<file path="config.mk">
export PLATFORM = sky130hd
export DESIGN_NAME = dla_tile_scheduler
export DESIGN_NICKNAME = d
export VERILOG_FILES = /design/src/rtl/dla_sched_pkg.sv /design/src/rtl/sched_watchdog.sv /design/src/rtl/dla_tile_scheduler.sv
export SDC_FILE = /design/constraint.sdc
export NUM_CORES = 1
export LEC_CHECK = 0
export CAP_MARGIN = 10
export CORE_AREA = 8 8 113 115
export CTS_BUF_LIST = sky130_fd_sc_hd__clkbuf_8
export CTS_CLUSTER_SIZE = 40
export DETAILED_ROUTE_END_ITERATION = 8
export DIE_AREA = 0 0 121 123
export PLACE_DENSITY = 0.72
export SLEW_MARGIN = 10
export SYNTH_ARGS = -nofsm -noshare
export SYNTH_HDL_FRONTEND = slang
export SYNTH_SLANG_ARGS = --single-unit
</file>
<file path="constraint.sdc">
create_clock -name clk -period 3.6 [get_ports clk]
set_input_delay 0.9 -clock clk [delete_from_list [all_inputs] [get_ports clk]]
set_output_delay 0.9 -clock clk [all_outputs]
set_load 0.01 [all_outputs]
</file>
<file path="src/rtl/dla_sched_pkg.sv">
// ============================================================================
//  dla_sched_pkg : shared types for the DLA tile scheduler
//  Rev 1.0 - initial release
// ============================================================================
`default_nettype none

package dla_sched_pkg;

   typedef enum logic [2:0] {
      ST_IDLE     = 3'd0,
      ST_TL_REQ   = 3'd1,
      ST_TL_WAIT  = 3'd2,
      ST_DLA_REQ  = 3'd3,
      ST_DLA_WAIT = 3'd4,
      ST_DONE     = 3'd5,
      ST_ERR      = 3'd6
   } sched_state_e;

   typedef enum logic [1:0] {
      ERR_NONE   = 2'b00,
      ERR_TL_TO  = 2'b01,
      ERR_DLA_TO = 2'b10,
      ERR_OVF    = 2'b11
   } err_code_e;

   function automatic logic state_is_busy(input sched_state_e s);
      return !((s == ST_IDLE) || (s == ST_ERR));
   endfunction

endpackage

`default_nettype wire

</file>
<file path="src/rtl/sched_watchdog.sv">
// ============================================================================
//  sched_watchdog : per-phase cycle counter; expires on the limit-th enabled cycle
//  Rev 1.0 - initial release
// ============================================================================
`default_nettype none

module sched_watchdog #(
   parameter int TIMEOUT_W = 20
) (
   input  logic                 clk,
   input  logic                 rst_n,
   input  logic                 clear_i,
   input  logic                 enable_i,
   input  logic [TIMEOUT_W-1:0] limit_i,
   output logic                 expired_o
);

   logic [TIMEOUT_W-1:0] cnt_q;
   logic [TIMEOUT_W-1:0] cnt_d;
   logic [TIMEOUT_W:0]   w_cnt_next;

   always_ff @(posedge clk or negedge rst_n) begin
      if (!rst_n) begin
         cnt_q <= '0;
      end else begin
         cnt_q <= cnt_d;
      end
   end

   always_comb begin
      cnt_d = cnt_q;
      if (clear_i) begin
         cnt_d = '0;
      end else if (enable_i && (cnt_q != '1)) begin
         cnt_d = cnt_q + 1'b1;
      end
   end

   // cnt_q holds the cycles already spent, so the current cycle is cnt_q+1
   assign w_cnt_next = {1'b0, cnt_q} + 1'b1;
   assign expired_o  = enable_i && (limit_i != '0) && (w_cnt_next == {1'b0, limit_i});

endmodule

`default_nettype wire

</file>
<file path="src/rtl/dla_tile_scheduler.sv">
// ============================================================================
//  dla_tile_scheduler : per-layer sequencer between the tiling DMA and the DLA
//  Rev 1.0 - initial release
// ============================================================================
`default_nettype none

module dla_tile_scheduler
   import dla_sched_pkg::*;
#(
   parameter int ADDR_WIDTH = 32,
   parameter int TILE_CNT_W = 16,
   parameter int TIMEOUT_W  = 20,
   parameter int MAX_TILES  = 4096
) (
   input  logic                  clk,
   input  logic                  rst_n,
   input  logic                  cfg_start,
   input  logic [TIMEOUT_W-1:0]  cfg_timeout,
   input  logic                  cfg_err_clr,
   output logic                  cfg_busy,
   output logic                  cfg_irq,
   output logic                  cfg_err,
   output logic [1:0]            cfg_err_code,
   output logic [TILE_CNT_W-1:0] tile_count,
   output logic                  tl_start,
   input  logic                  tl_finish,
   input  logic                  tl_done,
   input  logic [ADDR_WIDTH-1:0] tl_glb_addr,
   output logic                  dla_start,
   output logic [ADDR_WIDTH-1:0] dla_opsum_addr,
   input  logic                  dla_done,
   output logic                  glb_owner
);

   localparam logic [TILE_CNT_W-1:0] c_max_tiles = TILE_CNT_W'(MAX_TILES);

   sched_state_e          state_q, state_d;
   logic                  tl_start_q, tl_start_d;
   logic                  dla_start_q, dla_start_d;
   logic                  glb_owner_q, glb_owner_d;
   logic                  err_q, err_d;
   err_code_e             err_code_q, err_code_d;
   logic [TILE_CNT_W-1:0] tile_count_q, tile_count_d;
   logic [ADDR_WIDTH-1:0] opsum_addr_q, opsum_addr_d;

   logic w_wd_clear;
   logic w_wd_enable;
   logic w_wd_expired;
   logic w_ovf;
   logic w_tl_to;
   logic w_dla_to;

   assign w_wd_clear  = (state_d != state_q);
   assign w_wd_enable = (state_q == ST_TL_WAIT) || (state_q == ST_DLA_WAIT);

   sched_watchdog #(
      .TIMEOUT_W (TIMEOUT_W)
   ) u_watchdog (
      .clk       (clk),
      .rst_n     (rst_n),
      .clear_i   (w_wd_clear),
      .enable_i  (w_wd_enable),
      .limit_i   (cfg_timeout),
      .expired_o (w_wd_expired)
   );

   // A completion event in the expiry cycle takes priority over the timeout
   assign w_ovf    = tl_finish && !tl_done && (tile_count_q == c_max_tiles);
   assign w_tl_to  = !tl_finish && w_wd_expired;
   assign w_dla_to = !dla_done && w_wd_expired;

   always_ff @(posedge clk or negedge rst_n) begin
      if (!rst_n) begin
         state_q <= ST_IDLE;
      end else begin
         state_q <= state_d;
      end
   end

   // REQ states leave once their registered pulse has been presented, so a
   // REQ entered from a WAIT state spends one cycle switching the GLB mux first.
   always_comb begin
      state_d = state_q;
      case (state_q)
         ST_IDLE: begin
            if (cfg_start) state_d = ST_TL_REQ;
         end
         ST_TL_REQ: begin
            if (tl_start_q) state_d = ST_TL_WAIT;
         end
         ST_TL_WAIT: begin
            if (tl_finish) begin
               if (tl_done)    state_d = ST_DONE;
               else if (w_ovf) state_d = ST_ERR;
               else            state_d = ST_DLA_REQ;
            end else if (w_tl_to) begin
               state_d = ST_ERR;
            end
         end
         ST_DLA_REQ: begin
            if (dla_start_q) state_d = ST_DLA_WAIT;
         end
         ST_DLA_WAIT: begin
            if (dla_done)      state_d = ST_TL_REQ;
            else if (w_dla_to) state_d = ST_ERR;
         end
         ST_DONE: begin
            state_d = ST_IDLE;
         end
         ST_ERR: begin
            if (cfg_err_clr) state_d = ST_IDLE;
         end
         default: begin
            state_d = ST_IDLE;
         end
      endcase
   end

   always_comb begin
      tl_start_d   = 1'b0;
      dla_start_d  = 1'b0;
      glb_owner_d  = (state_d == ST_DLA_REQ) || (state_d == ST_DLA_WAIT);
      err_d        = (state_d == ST_ERR);
      err_code_d   = err_code_q;
      tile_count_d = tile_count_q;
      opsum_addr_d = opsum_addr_q;
      case (state_q)
         ST_IDLE: begin
            if (cfg_start) begin
               tl_start_d   = 1'b1;
               tile_count_d = '0;
               err_code_d   = ERR_NONE;
            end
         end
         ST_TL_REQ: begin
            tl_start_d = !tl_start_q;
         end
         ST_TL_WAIT: begin
            if (tl_finish && !tl_done) opsum_addr_d = tl_glb_addr;
            if (w_ovf)        err_code_d = ERR_OVF;
            else if (w_tl_to) err_code_d = ERR_TL_TO;
         end
         ST_DLA_REQ: begin
            dla_start_d = !dla_start_q;
         end
         ST_DLA_WAIT: begin
            if (dla_done) begin
               if (tile_count_q != '1) tile_count_d = tile_count_q + 1'b1;
            end else if (w_dla_to) begin
               err_code_d = ERR_DLA_TO;
            end
         end
         default: begin
         end
      endcase
   end

   always_ff @(posedge clk or negedge rst_n) begin
      if (!rst_n) begin
         tl_start_q   <= 1'b0;
         dla_start_q  <= 1'b0;
         glb_owner_q  <= 1'b0;
         err_q        <= 1'b0;
         err_code_q   <= ERR_NONE;
         tile_count_q <= '0;
         opsum_addr_q <= '0;
      end else begin
         tl_start_q   <= tl_start_d;
         dla_start_q  <= dla_start_d;
         glb_owner_q  <= glb_owner_d;
         err_q        <= err_d;
         err_code_q   <= err_code_d;
         tile_count_q <= tile_count_d;
         opsum_addr_q <= opsum_addr_d;
      end
   end

   assign cfg_busy       = state_is_busy(state_q);
   assign cfg_irq        = (state_q == ST_DONE);
   assign cfg_err        = err_q;
   assign cfg_err_code   = err_code_q;
   assign tile_count     = tile_count_q;
   assign tl_start       = tl_start_q;
   assign dla_start      = dla_start_q;
   assign dla_opsum_addr = opsum_addr_q;
   assign glb_owner      = glb_owner_q;

endmodule

`default_nettype wire

</file>
==> results.txt <==
Final min period = 3.29 ns
Reg2Reg Depth = 9
layout cells sized above 1 = 11.8%
Layout fillers = 1001
ANT cells = 0
sequential area share after synthesis = 45.3%
Net Sw Power = 0.00108 W
Placed Cells = 668
hpwl dp = 8270 um
Post-CTS Hold Buffers = 0
Post-synth ARST share = 100%
Die X = 121 um
vias in the first global route = 3763
port bufs = 114
Syn-to-layout area delta = 34.8%
clock transition at the registers of the reported paths = 0.08 ns
Core Area = 11100 um2
status = complete, no violations
nets@finish = 598
Vias/cell = 5.36
TritonCTS buffer count = 9
Critical path destination = cfg_err_code[0]
Post-CTS Setup Inserts = 0
Reg power frac = 38.5%
Antenna Nets Post-Route = 0
Initial Utilization = 38.4%
HP Class = flop to flop
Avg Inst Size Synth = 10.0 um2
global-route wire length before repair = 18000 um
synthesized instance count = 424
Max-Cap Viols = 0
Clock power frac = 18.7%
largest net degree at the start of global routing = 78
Final Hold Viols = 0
f_max = 304 MHz
initial drt markers = 168
Net Count, Synth = 486
Yosys warnings = 0
Slew HR = 35.7%
FF-to-FF setup slack = 0.41 ns
number of gates resized after CTS = 0
initial antenna violation count = 0
Detailed Routing Iterations Pass 1 = 4
Setup-failing EPs final = 0
top_reg_cell synth = dfrtp_1
Power Dens Cells = 558 nW/um2
CP startpoint = cfg_timeout[7]
combinational share of power = 42.8%
maximum fanout along the worst path = 2
Startpoint Class = primary input
Seq cells post-synth = 77
Post-Syn Area = 4250 um2
Slew Viols, Final = 0
total track usage = 14.9%
CP Class = primary input to flop
Clock Path Buffers = 2
FF-to-FF End = cfg_err_code[0]
aggregate routed wire length = 11000 um
Setup Skew = 0.0132 ns
area occupied by multi-input gates = 2200 um2
Seq. cell area = 1930 um2
wire per inst = 16.1 um
std cell rows = 39
Clk Latency, worst-skew pair = 0.36 ns
Worst Setup End Kind = flop
P_int = 0.00211 W
drc violations = 0
H-tree depth = 3
gr ovfl total = 0
arrival time worst endpoint = 3.53 ns
hold wc startpoint = dla_opsum_addr[11]
Worst VDD drop = 318 uV
total power = 0.00319 W
synth unique cells = 56
Worst Path Required = 3.84 ns
Post-Layout Cell Count = 684
Top Ports = 115
Sink Count = 77
routed vias = 3664
die height = 123 um
fin crit share = 91.4%
Leak = 2.28 nW
GP Congestion = 0.880
Post-synth EDFFs = 0
die area = 14900 um2
Root Driver = clkbuf_8
worst-margin pin slew = 0.964 ns
RSZ-0062 raised after global routing = no
TritonCTS clock tree = yes
Reg2Reg Launch Point = u_watchdog.cnt_q[0]
sw frac = 33.9%
## area by class of cell
| cell class | count | area share [%] |
|---|---|---|
| multi-input cells | 316 | 38.4 |
| flip-flops and latches | 77 | 33.6 |
| repair buffers | 122 | 21.1 |
| well taps | 143 | 3.12 |
| clock buffers | 10 | 2.40 |
| clock inverters | 6 | 0.677 |
| inverters | 10 | 0.655 |
## power by group through the flow
| stage | Clock [W] | Sequential [W] | Combinational, W |
|---|---|---|---|
| finish | 0.000596 | 0.00123 | 0.00137 |
| global route | 0.000650 | 0.00126 | 0.00148 |
| CTS | 0.000617 | 0.00123 | 0.00139 |
| detailed placement | 0 | 0.00124 | 0.00139 |
| global placement | 0 | 0.00123 | 0.00137 |
| floorplan | 0 | 0.00130 | 0.000591 |
## Yosys cell counts (all sizes together), types with 3 or more instances
cell | number | share of area [%]
dfrtp | 77 | 45
nor2 | 47 | 4.2
mux2 | 34 | 9.0
xnor2 | 34 | 7.0
nand2 | 26 | 2.3
xor2 | 21 | 4.3
nand3 | 19 | 2.2
nor4 | 14 | 2.2
clkbuf | 13 | 1.1
o21ai | 13 | 1.5
nand4 | 12 | 2.1
a21oi | 10 | 1.2
inv | 10 | 0.88
nor3 | 10 | 1.2
and3 | 8 | 1.2
buf | 8 | 0.91
nor3b | 5 | 0.88
or3 | 5 | 0.74
and2 | 4 | 0.59
mux2i | 4 | 0.94
nand2b | 4 | 0.59
nor2b | 4 | 0.59
ha | 3 | 0.88
nand3b | 3 | 0.53
## cell usage in the layout (no fill, tap or decap), types with 10 or more instances in the layout
cell | synthesis | layout
clkdlybuf4s50_1 | 0 | 113
dfrtp_1 | 77 | 77
nor2_1 | 47 | 47
xnor2_1 | 34 | 34
mux2_2 | 32 | 32
nand2_1 | 26 | 26
xor2_1 | 21 | 21
nand3_1 | 19 | 19
nor4_1 | 13 | 13
o21ai_0 | 13 | 13
nand4_1 | 10 | 10
inv_1 | 10 | 10
nor3_1 | 10 | 10
a21oi_1 | 10 | 10
clkbuf_8 | 0 | 10
## how the worst min path moves through the flow
stage	depth (start not counted)	to	slack, ns
floorplan	1	dla_start	0.52
global placement	1	dla_opsum_addr[6]	0.49
detailed placement	1	dla_opsum_addr[16]	0.49
CTS	1	dla_start	0.51
global route	1	dla_opsum_addr[5]	0.52
finish	1	dla_opsum_addr[11]	0.51
## logic make-up (layout without fill, tap and decap cells)
family / Yosys count / count (layout) / share of synthesized area, %
mux: 38 / 38 / 9.95
fa+ha+maj: 3 / 3 / 0.883
buf+inv: 31 / 148 / 2.94
flops: 77 / 77 / 45.3
compound gates: 54 / 54 / 9.36
xor+xnor: 55 / 55 / 11.3
simple gates: 166 / 166 / 20.2
## critical path: stages
cell and delay (ns):
clkdlybuf4s50_1 0.43, xnor2_1 0.25, xnor2_1 0.09, or4_4 0.43, a2111oi_4 0.37, nand4_2 0.15
or2_1 0.25, a221oi_2 0.30, mux2_1 0.35
## metrics by stage
stage | util [%] | TNS, ns | hold WS [ns] | cell area, um2 | setup WS, ns
final | 51.7 | 0 | 0.509 | 5730 | 0.310
after global routing | 51.7 | 0 | 0.521 | 5730 | 0.0982
after CTS | 51.7 | 0 | 0.513 | 5730 | 0.300
after detailed placement | 50.1 | -0.139 | 0.495 | 5550 | -0.0715
after global placement | 50.1 | -0.0868 | 0.487 | 5550 | -0.0435
after floorplan | - | 0 | 0.520 | 4250 | 0.520
## routing by layer
| metal | up-vias | global-route usage [%] | wire, um |
|---|---|---|---|
| met1 | 1791 | 17.7 | 4620 |
| li1 | 1729 | - | - |
| met4 | 0 | 6.95 | 213 |
| met2 | 127 | 23.7 | 5180 |
| met3 | 17 | 5.39 | 1020 |
| met5 | - | 0 | 0 |
## flip-flops by register name (all words and copies together) (netlist names)
signal,flops
dla_opsum_addr,32
u_watchdog.cnt_q,20
tile_count,16
state_q,3
cfg_err_code,2
cfg_err,1
dla_start,1
glb_owner,1
tl_start,1
No activity file was read; power rests on OpenSTA's default activity.
